## src/rtl/ram_port_arbiter_if.sv

```systemverilog
// rtl/ram_port_arbiter_if.sv - requester and RAM signal bundle for ram_port_arbiter
interface ram_port_arbiter_if #(
  parameter int ADDR_W = 16,
  parameter int DATA_W = 16
);
  logic              req0;
  logic              we0;
  logic [ADDR_W-1:0] addr0;
  logic [DATA_W-1:0] wdata0;
  logic              ack0;
  logic              err0;
  logic [DATA_W-1:0] rdata0;

  logic              req1;
  logic              we1;
  logic [ADDR_W-1:0] addr1;
  logic [DATA_W-1:0] wdata1;
  logic              ack1;
  logic              err1;
  logic [DATA_W-1:0] rdata1;

  logic              ram_we;
  logic [ADDR_W-1:0] ram_waddr;
  logic [DATA_W-1:0] ram_wdata;
  logic              ram_re;
  logic [ADDR_W-1:0] ram_raddr;
  logic [DATA_W-1:0] ram_rdata;
  logic              busy;

  // arbiter side
  modport slave (
    input  req0, we0, addr0, wdata0, req1, we1, addr1, wdata1, ram_rdata,
    output ack0, err0, rdata0, ack1, err1, rdata1,
    output ram_we, ram_waddr, ram_wdata, ram_re, ram_raddr, busy
  );

  // requesters plus RAM model side
  modport master (
    output req0, we0, addr0, wdata0, req1, we1, addr1, wdata1, ram_rdata,
    input  ack0, err0, rdata0, ack1, err1, rdata1,
    input  ram_we, ram_waddr, ram_wdata, ram_re, ram_raddr, busy
  );
endinterface

```

## src/rtl/ram_port_arbiter.sv

```systemverilog
// rtl/ram_port_arbiter.sv - round-robin two-port sequencer for the single program/data RAM
module ram_port_arbiter #(
  parameter int ADDR_W      = 16,
  parameter int DATA_W      = 16,
  parameter int DEPTH_BITS  = 7,
  parameter int CHECK_RANGE = 1
) (
  input logic               mclk,
  input logic               rst_n,
  ram_port_arbiter_if.slave bus
);
  typedef enum logic [1:0] {S_IDLE, S_ACCESS, S_DONE} state_t;

  state_t            state_q, state_d;
  logic              rr_q, rr_d;
  logic              gnt_q, gnt_d;
  logic              we_q, we_d;
  logic              xerr_q, xerr_d;
  logic              ram_we_q, ram_we_d;
  logic              ram_re_q, ram_re_d;
  logic [ADDR_W-1:0] ram_waddr_q, ram_waddr_d;
  logic [ADDR_W-1:0] ram_raddr_q, ram_raddr_d;
  logic [DATA_W-1:0] ram_wdata_q, ram_wdata_d;
  logic              ack0_q, ack0_d, ack1_q, ack1_d;
  logic              err0_q, err0_d, err1_q, err1_d;
  logic [DATA_W-1:0] rdata0_q, rdata0_d, rdata1_q, rdata1_d;
  logic              busy_q, busy_d;

  logic              pick;
  logic              cand_we;
  logic [ADDR_W-1:0] cand_addr;
  logic [DATA_W-1:0] cand_wdata;
  logic              cand_err;

  // Winner selection: a lone request wins; a tie goes to the port rr points at.
  always_comb begin
    pick       = 1'b0;
    cand_we    = 1'b0;
    cand_addr  = '0;
    cand_wdata = '0;
    cand_err   = 1'b0;
    if (bus.req0 && bus.req1) begin
      pick = rr_q;
    end else begin
      pick = bus.req1;
    end
    cand_we    = pick ? bus.we1    : bus.we0;
    cand_addr  = pick ? bus.addr1  : bus.addr0;
    cand_wdata = pick ? bus.wdata1 : bus.wdata0;
    cand_err   = (CHECK_RANGE != 0) && ((cand_addr >> DEPTH_BITS) != '0);
  end

  always_comb begin
    state_d     = state_q;
    rr_d        = rr_q;
    gnt_d       = gnt_q;
    we_d        = we_q;
    xerr_d      = xerr_q;
    ram_we_d    = 1'b0;
    ram_re_d    = 1'b0;
    ram_waddr_d = '0;
    ram_raddr_d = '0;
    ram_wdata_d = '0;
    ack0_d      = 1'b0;
    ack1_d      = 1'b0;
    err0_d      = 1'b0;
    err1_d      = 1'b0;
    rdata0_d    = rdata0_q;
    rdata1_d    = rdata1_q;
    case (state_q)
      S_IDLE: begin
        if (bus.req0 || bus.req1) begin
          gnt_d   = pick;
          we_d    = cand_we;
          xerr_d  = cand_err;
          state_d = S_ACCESS;
          if (!cand_err) begin
            ram_we_d    = cand_we;
            ram_re_d    = !cand_we;
            ram_waddr_d = cand_addr;
            ram_raddr_d = cand_addr;
            ram_wdata_d = cand_wdata;
          end
        end
      end
      S_ACCESS: begin
        // RAM read path is combinational, so data is valid at the closing edge.
        if (!xerr_q && !we_q) begin
          if (gnt_q) rdata1_d = bus.ram_rdata;
          else       rdata0_d = bus.ram_rdata;
        end
        ack0_d  = !gnt_q;
        ack1_d  = gnt_q;
        err0_d  = !gnt_q && xerr_q;
        err1_d  = gnt_q && xerr_q;
        state_d = S_DONE;
      end
      S_DONE: begin
        rr_d    = !gnt_q;
        state_d = S_IDLE;
      end
      default: state_d = S_IDLE;
    endcase
    busy_d = (state_d != S_IDLE);
  end

  always_ff @(posedge mclk or negedge rst_n) begin
    if (!rst_n) begin
      state_q     <= S_IDLE;
      rr_q        <= 1'b0;
      gnt_q       <= 1'b0;
      we_q        <= 1'b0;
      xerr_q      <= 1'b0;
      ram_we_q    <= 1'b0;
      ram_re_q    <= 1'b0;
      ram_waddr_q <= '0;
      ram_raddr_q <= '0;
      ram_wdata_q <= '0;
      ack0_q      <= 1'b0;
      ack1_q      <= 1'b0;
      err0_q      <= 1'b0;
      err1_q      <= 1'b0;
      rdata0_q    <= '0;
      rdata1_q    <= '0;
      busy_q      <= 1'b0;
    end else begin
      state_q     <= state_d;
      rr_q        <= rr_d;
      gnt_q       <= gnt_d;
      we_q        <= we_d;
      xerr_q      <= xerr_d;
      ram_we_q    <= ram_we_d;
      ram_re_q    <= ram_re_d;
      ram_waddr_q <= ram_waddr_d;
      ram_raddr_q <= ram_raddr_d;
      ram_wdata_q <= ram_wdata_d;
      ack0_q      <= ack0_d;
      ack1_q      <= ack1_d;
      err0_q      <= err0_d;
      err1_q      <= err1_d;
      rdata0_q    <= rdata0_d;
      rdata1_q    <= rdata1_d;
      busy_q      <= busy_d;
    end
  end

  assign bus.ram_we    = ram_we_q;
  assign bus.ram_re    = ram_re_q;
  assign bus.ram_waddr = ram_waddr_q;
  assign bus.ram_raddr = ram_raddr_q;
  assign bus.ram_wdata = ram_wdata_q;
  assign bus.ack0      = ack0_q;
  assign bus.ack1      = ack1_q;
  assign bus.err0      = err0_q;
  assign bus.err1      = err1_q;
  assign bus.rdata0    = rdata0_q;
  assign bus.rdata1    = rdata1_q;
  assign bus.busy      = busy_q;
endmodule

```

## src/flat_wrapper.sv

```systemverilog
// flat-port wrapper written by rule: the top's interface ports become plain ports
module ram_port_arbiter_flat 
#(
  parameter int ADDR_W      = 16,
  parameter int DATA_W      = 16,
  parameter int DEPTH_BITS  = 7,
  parameter int CHECK_RANGE = 1
)
  (mclk, rst_n, bus_req0, bus_we0, bus_addr0, bus_wdata0, bus_req1, bus_we1, bus_addr1, bus_wdata1, bus_ram_rdata, bus_ack0, bus_err0, bus_rdata0, bus_ack1, bus_err1, bus_rdata1, bus_ram_we, bus_ram_waddr, bus_ram_wdata, bus_ram_re, bus_ram_raddr, bus_busy);
  ram_port_arbiter_if #(.ADDR_W(ADDR_W), .DATA_W(DATA_W)) bus_i ();
  input logic mclk;
  input logic rst_n;
  input wire logic [$bits(bus_i.req0)-1:0] bus_req0;
  input wire logic [$bits(bus_i.we0)-1:0] bus_we0;
  input wire logic [$bits(bus_i.addr0)-1:0] bus_addr0;
  input wire logic [$bits(bus_i.wdata0)-1:0] bus_wdata0;
  input wire logic [$bits(bus_i.req1)-1:0] bus_req1;
  input wire logic [$bits(bus_i.we1)-1:0] bus_we1;
  input wire logic [$bits(bus_i.addr1)-1:0] bus_addr1;
  input wire logic [$bits(bus_i.wdata1)-1:0] bus_wdata1;
  input wire logic [$bits(bus_i.ram_rdata)-1:0] bus_ram_rdata;
  output wire logic [$bits(bus_i.ack0)-1:0] bus_ack0;
  output wire logic [$bits(bus_i.err0)-1:0] bus_err0;
  output wire logic [$bits(bus_i.rdata0)-1:0] bus_rdata0;
  output wire logic [$bits(bus_i.ack1)-1:0] bus_ack1;
  output wire logic [$bits(bus_i.err1)-1:0] bus_err1;
  output wire logic [$bits(bus_i.rdata1)-1:0] bus_rdata1;
  output wire logic [$bits(bus_i.ram_we)-1:0] bus_ram_we;
  output wire logic [$bits(bus_i.ram_waddr)-1:0] bus_ram_waddr;
  output wire logic [$bits(bus_i.ram_wdata)-1:0] bus_ram_wdata;
  output wire logic [$bits(bus_i.ram_re)-1:0] bus_ram_re;
  output wire logic [$bits(bus_i.ram_raddr)-1:0] bus_ram_raddr;
  output wire logic [$bits(bus_i.busy)-1:0] bus_busy;
  assign bus_i.req0 = bus_req0;
  assign bus_i.we0 = bus_we0;
  assign bus_i.addr0 = bus_addr0;
  assign bus_i.wdata0 = bus_wdata0;
  assign bus_i.req1 = bus_req1;
  assign bus_i.we1 = bus_we1;
  assign bus_i.addr1 = bus_addr1;
  assign bus_i.wdata1 = bus_wdata1;
  assign bus_i.ram_rdata = bus_ram_rdata;
  assign bus_ack0 = bus_i.ack0;
  assign bus_err0 = bus_i.err0;
  assign bus_rdata0 = bus_i.rdata0;
  assign bus_ack1 = bus_i.ack1;
  assign bus_err1 = bus_i.err1;
  assign bus_rdata1 = bus_i.rdata1;
  assign bus_ram_we = bus_i.ram_we;
  assign bus_ram_waddr = bus_i.ram_waddr;
  assign bus_ram_wdata = bus_i.ram_wdata;
  assign bus_ram_re = bus_i.ram_re;
  assign bus_ram_raddr = bus_i.ram_raddr;
  assign bus_busy = bus_i.busy;
  ram_port_arbiter #(.ADDR_W(ADDR_W), .DATA_W(DATA_W), .DEPTH_BITS(DEPTH_BITS), .CHECK_RANGE(CHECK_RANGE)) u_core (.mclk(mclk), .rst_n(rst_n), .bus(bus_i));
endmodule
```

## config.mk

```make
export PLATFORM = sky130hd
export DESIGN_NAME = ram_port_arbiter_flat
export DESIGN_NICKNAME = d
export VERILOG_FILES = /design/src/rtl/ram_port_arbiter_if.sv /design/src/rtl/ram_port_arbiter.sv /design/src/flat_wrapper.sv
export SDC_FILE = /design/constraint.sdc
export NUM_CORES = 1
export LEC_CHECK = 0
export BUFFER_PORTS_ARGS = -buffer_cell sky130_fd_sc_hd__buf_2
export CAP_MARGIN = 10
export CORE_ASPECT_RATIO = 1.75
export CORE_MARGIN = 8
export CORE_UTILIZATION = 45
export CTS_CLUSTER_SIZE = 20
export DETAILED_ROUTE_END_ITERATION = 10
export HOLD_SLACK_MARGIN = 0.05
export PLACE_DENSITY_LB_ADDON = 0.2
export SLEW_MARGIN = 20
export SYNTH_ARGS = -nofsm -noshare
export SYNTH_HDL_FRONTEND = slang
export SYNTH_SLANG_ARGS = --single-unit
```

## constraint.sdc

```tcl
create_clock -name mclk -period 2 [get_ports mclk]
set_clock_uncertainty 0.1 [all_clocks]
set_input_delay 0.4 -clock mclk [delete_from_list [all_inputs] [get_ports mclk]]
set_output_delay 0.4 -clock mclk [all_outputs]
set_load 0.03 [all_outputs]
```

Word level (Yosys, flattened, before mapping):

Cells that the tools add are included.

* output and inout port bits: 87
* bits of input ports: 86
* word-level logic and storage cells: 56
* bits in registers: 77

* equal/unequal tests: 2
* bitwise gates (word level): 1
* reductions and logical operators: 15
* multiplexer cells: 22

Operators by type and width (count)
* two-way mux 16 bit: 8
* nonzero test 16 bit: 1
* two-way mux 1 bit: 12
* AND reduction 3 bit: 2
* logical AND 1 bit: 4
* logical NOT 1 bit: 4
* case mux 2 bit (2 select lines): 1
* == test 2 x 1 -> 1 bit, second input constant: 1
* == test 2 bit, second input constant: 1
* logical NOT 2 bit: 1
* two-way mux 2 bit: 1
* AND reduction 2 bit: 1
* nonzero test 2 bit: 1
* logical OR 1 bit: 1
* inverter 1 bit: 1

Logic depth before layout (Yosys ltp):

* depth after elaboration: 7
* mapped depth: 6
* mapped depth without buffers: 5

Worst setup path after synthesis:

OpenSTA, ideal clock, no wires.

* path kind: register to register
* start point: register u_core.state_q[0]
* end point: register u_core.rdata1_q[0] (netlist: u_core.bus.rdata1[0])
* data required time: 1.775 ns
* buffers on the path: 1
* setup time: 0.125 ns
* path slack: 0.528 ns
* clock period less this slack: 1.472 ns
* stages on the path, launching flop included: 7
* data arrival time: 1.247 ns
* cells stage by stage: dfrtp_1 nand2b_4 inv_2 and2_4 nand2_4 buf_6 mux2_4

* word-level cells in the longest chain between the ends: 2

RTL lines
* start: declaration: line ram_port_arbiter.sv:14 `state_t state_q, state_d;`
* start signal: assignment: line ram_port_arbiter.sv:127 `state_q <= state_d;`
* == test 2 x 1 -> 1 bit: line ram_port_arbiter.sv:70 `case (state_q)`
* AND reduction 3 bit (no line)
* end signal: assignment: line ram_port_arbiter.sv:142 `rdata1_q <= rdata1_d;`
* end: declaration: line ram_port_arbiter.sv:26 `logic [DATA_W-1:0] rdata0_q, rdata0_d, rdata1_q, rdata1_d;`

No other way between the ends.
A chain may end at the register's enable or synchronous reset.

Worst setup path in the final report:

* start point: register u_core.state_q[1]
* end point: register u_core.rdata1_q[9] (netlist: u_core.bus.rdata1[9])

The elaborated chain is that of the path after synthesis.

==> qor.csv <==
stage,metric,value,unit
status,run status,"finished, final reports clean",
placement,final RePlAce weighted congestion,0.740,
detailed_routing,via count,2321,
detailed_routing,remaining routing DRC violations,0,
setup_path,startpoint types,flop,
setup_path,critical path class,reg2reg,
layout,area of the multi-input gates,1230,µm²
global_route,number of global-route vias before repair,2573,
sta,Setup WS post-layout,0.405,ns
sta,Fin Setup TNS,0,ns
clocking,clock slew at reported path FFs,0.06,ns
detailed_routing,total length of routed wires,7840,µm
sta,endpoints failing hold,0,
global_route,maximum number of pins on one net before global-route repair,36,
clocking,post-CTS setup-driven buffer insertion count,0,
job,number of max-cap violations,0,
detailed_routing,number of vias per cell after detailed routing,4.84,
clocking,latest clock arrival within the worst-skew pair,0.33,ns
die,core outline area,7230,µm²
sta,final-report max-slew violation count,0,
die,cell row count,41,
global_route,total routing resource utilization after global routing,0.154,
die,effective utilization at floorplan,0.463,
yosys,Post-Synthesis Mean Instance Area,15.2,µm²
setup_path,type of destination of the critical path,flop,
sta,clock period minus worst slack,1.59,ns
yosys,Gate Count Post-Synth,220,
sta,Max Fclk,0.627,GHz
global_route,global route overflow,0,
yosys,distinct cell type count after synthesis,31,
clocking,CTS Root Buffer Type,sky130_fd_sc_hd__clkbuf_16,
setup_path,biggest fanout along the worst timing path,16,
setup_path,arrival time worst endpoint,1.70,ns
detailed_routing,number of DRC violations after detailed-routing iteration 0,45,
detailed_routing,detailed-route wire length per cell,16.3,µm
clocking,CTS H-tree depth,3,
layout,"commonest cells after routing, fill and taps aside","171 x sky130_fd_sc_hd__buf_2, 77 x sky130_fd_sc_hd__dfrtp_1, 24 x sky130_fd_sc_hd__mux2i_1",
die,die outline area,10600,µm²
layout,number of nets in the finished design,476,
hold_path,path category of the worst min-delay check,in2reg,
die,height of the chip,130,µm
yosys,Seq cells post-synth,77,
clocking,Max Root-Sink Buffers,2,
sta,RSZ-0062 raised after global routing,no,
detailed_routing,Antenna Nets Post-Route,0,
yosys,sequential cell area fraction in the yosys report,0.576,
placement,Port Buffer Count,172,
detailed_routing,met3 wirelength from detailed routing,724,µm
die,I/O Pins,173,
clocking,TritonCTS clock tree,yes,
setup_path,worst path required time,2.11,ns
yosys,number of warnings issued by yosys,0,
detailed_routing,DR top layer,met4,
detailed_routing,routed length on met1,3020,µm
layout,area added between synthesis and finish,36.6,%
global_route,first-pass GRT wire length,12400,µm
clocking,CTS Sinks,77,
layout,share of cells above drive strength 1,0.660,
layout,most common library cell in the layout ignoring fill and taps,sky130_fd_sc_hd__buf_2,
placement,HPWL after detailed placement,6090,µm
global_route,antenna violations before repair,0,
sta,hold_ws,0.216,ns
detailed_routing,routed length on met2,3980,µm
layout,fillcell total,574,
power,highest ir drop seen on vdd,0.000589,V
clocking,TritonCTS buffer count,9,
placement,pre-CTS setup slack,0.228,ns
layout,number of diodes added for antenna fixing,0,
yosys,post-synthesis instance area,3350,µm²
power,Pwr per Cell Area,1390,nW/µm²
power,leakage,2.47,nW
die,width of the chip,81.2,µm
sta,Final setup violation count,0,
sta,period utilisation layout,0.797,
detailed_routing,Initial DRT Pass Iterations,4,
layout,sequential cell area,1930,µm²
## layer usage
metal  up-vias  global-route usage
li1       1102                   -
met5         -                   0
met3        10              0.0585
met4         0              0.0571
met2       106               0.256
met1      1103               0.173
## worst max-delay path, stage by stage, from the launching register on
cell,delay (ns)
sky130_fd_sc_hd__dfrtp_1,0.38
sky130_fd_sc_hd__nand2b_4,0.17
sky130_fd_sc_hd__inv_2,0.04
sky130_fd_sc_hd__and2_4,0.16
sky130_fd_sc_hd__nand2_4,0.23
sky130_fd_sc_hd__mux2_2,0.38
## registers in the layout (all words and copies together), names as in the netlist, 2 cells and up
| signal | flops |
|---|---|
| u_core.state_q | 2 |
| u_core.bus.ram_wdata | 16 |
| u_core.bus.rdata0 | 16 |
| u_core.bus.ram_waddr | 16 |
| u_core.bus.rdata1 | 16 |
## what timing repair did
item	in CTS	in global routing
hold buffers	1	0
hold endpoints to repair	26	0
gates resized for setup	0	0
## worst paths after layout
| path | startpoint | to | slack [ns] | cells after the start |
|---|---|---|---|---|
| setup / recovery | u_core.state_q[1]$_DFF_PN0_ | u_core.bus.rdata1[9]$_DFFE_PN0P_ | 0.41 | 5 |
| hold / removal | bus_ram_rdata[0] | u_core.bus.rdata1[0]$_DFFE_PN0P_ | 0.22 | 2 |
| setup reg to reg | u_core.state_q[1]$_DFF_PN0_ | u_core.bus.rdata1[9]$_DFFE_PN0P_ | 0.41 | 5 |
| hold reg to reg | u_core.bus.rdata1[5]$_DFFE_PN0P_ | u_core.bus.rdata1[5]$_DFFE_PN0P_ | 0.40 | 1 |
| max in group asynchronous | rst_n | u_core.bus.ram_wdata[12]$_DFF_PN0_ | 0.82 | 3 |
| min in group asynchronous | rst_n | u_core.bus.rdata1[3]$_DFFE_PN0P_ | 0.43 | 2 |
## cell usage after synthesis, drive strengths merged
cell    instances  area share
nand4b          1      0.0071
nor3            2      0.0030
and2            3      0.0064
buf            26       0.067
dfrtp          77        0.58
nand2b          1      0.0041
clkbuf          2      0.0022
conb            1      0.0011
nor4            2       0.010
o31ai           1      0.0022
mux2           33        0.12
a211oi         25       0.086
a31o            1      0.0026
and3            1      0.0019
nand2           5      0.0086
nor2            5       0.010
o21ai           5      0.0075
mux2i          24       0.072
nand4           1      0.0064
inv             4      0.0045
## per-stage QoR
step	util	cell area, µm²	power [mW]	std cells
2_1_floorplan	-	3380	3.94	228
3_3_place_gp	0.587	4250	4.65	464
3_5_place_dp	0.587	4250	4.70	464
4_1_cts	0.632	4570	6.43	480
5_1_grt	0.632	4570	6.69	480
6_report	0.632	4570	6.34	480
## kinds of logic after synthesis
kind of cell | Yosys count | share of synthesized area
mux | 57 | 0.194
other cells | 1 | 0.00112
flops | 77 | 0.576
buf+inv | 32 | 0.0733
compound gates | 32 | 0.0983
simple gates | 21 | 0.0576
## where the power goes
| part | internal [mW] | switching [mW] |
|---|---|---|
| sequential | 2.00 | 0.241 |
| combinational | 0.906 | 1.50 |
| clock | 1.11 | 0.584 |
## cell type report
cell class,instances,share of cell area
clock buffers,10,0.0523
clock inverters,5,0.0164
multi-input cells,119,0.268
inverters,4,0.00328
flip-flops and latches,77,0.421
well taps,86,0.0235
repair buffers,179,0.215
No activity file was read; power rests on OpenSTA's default activity.
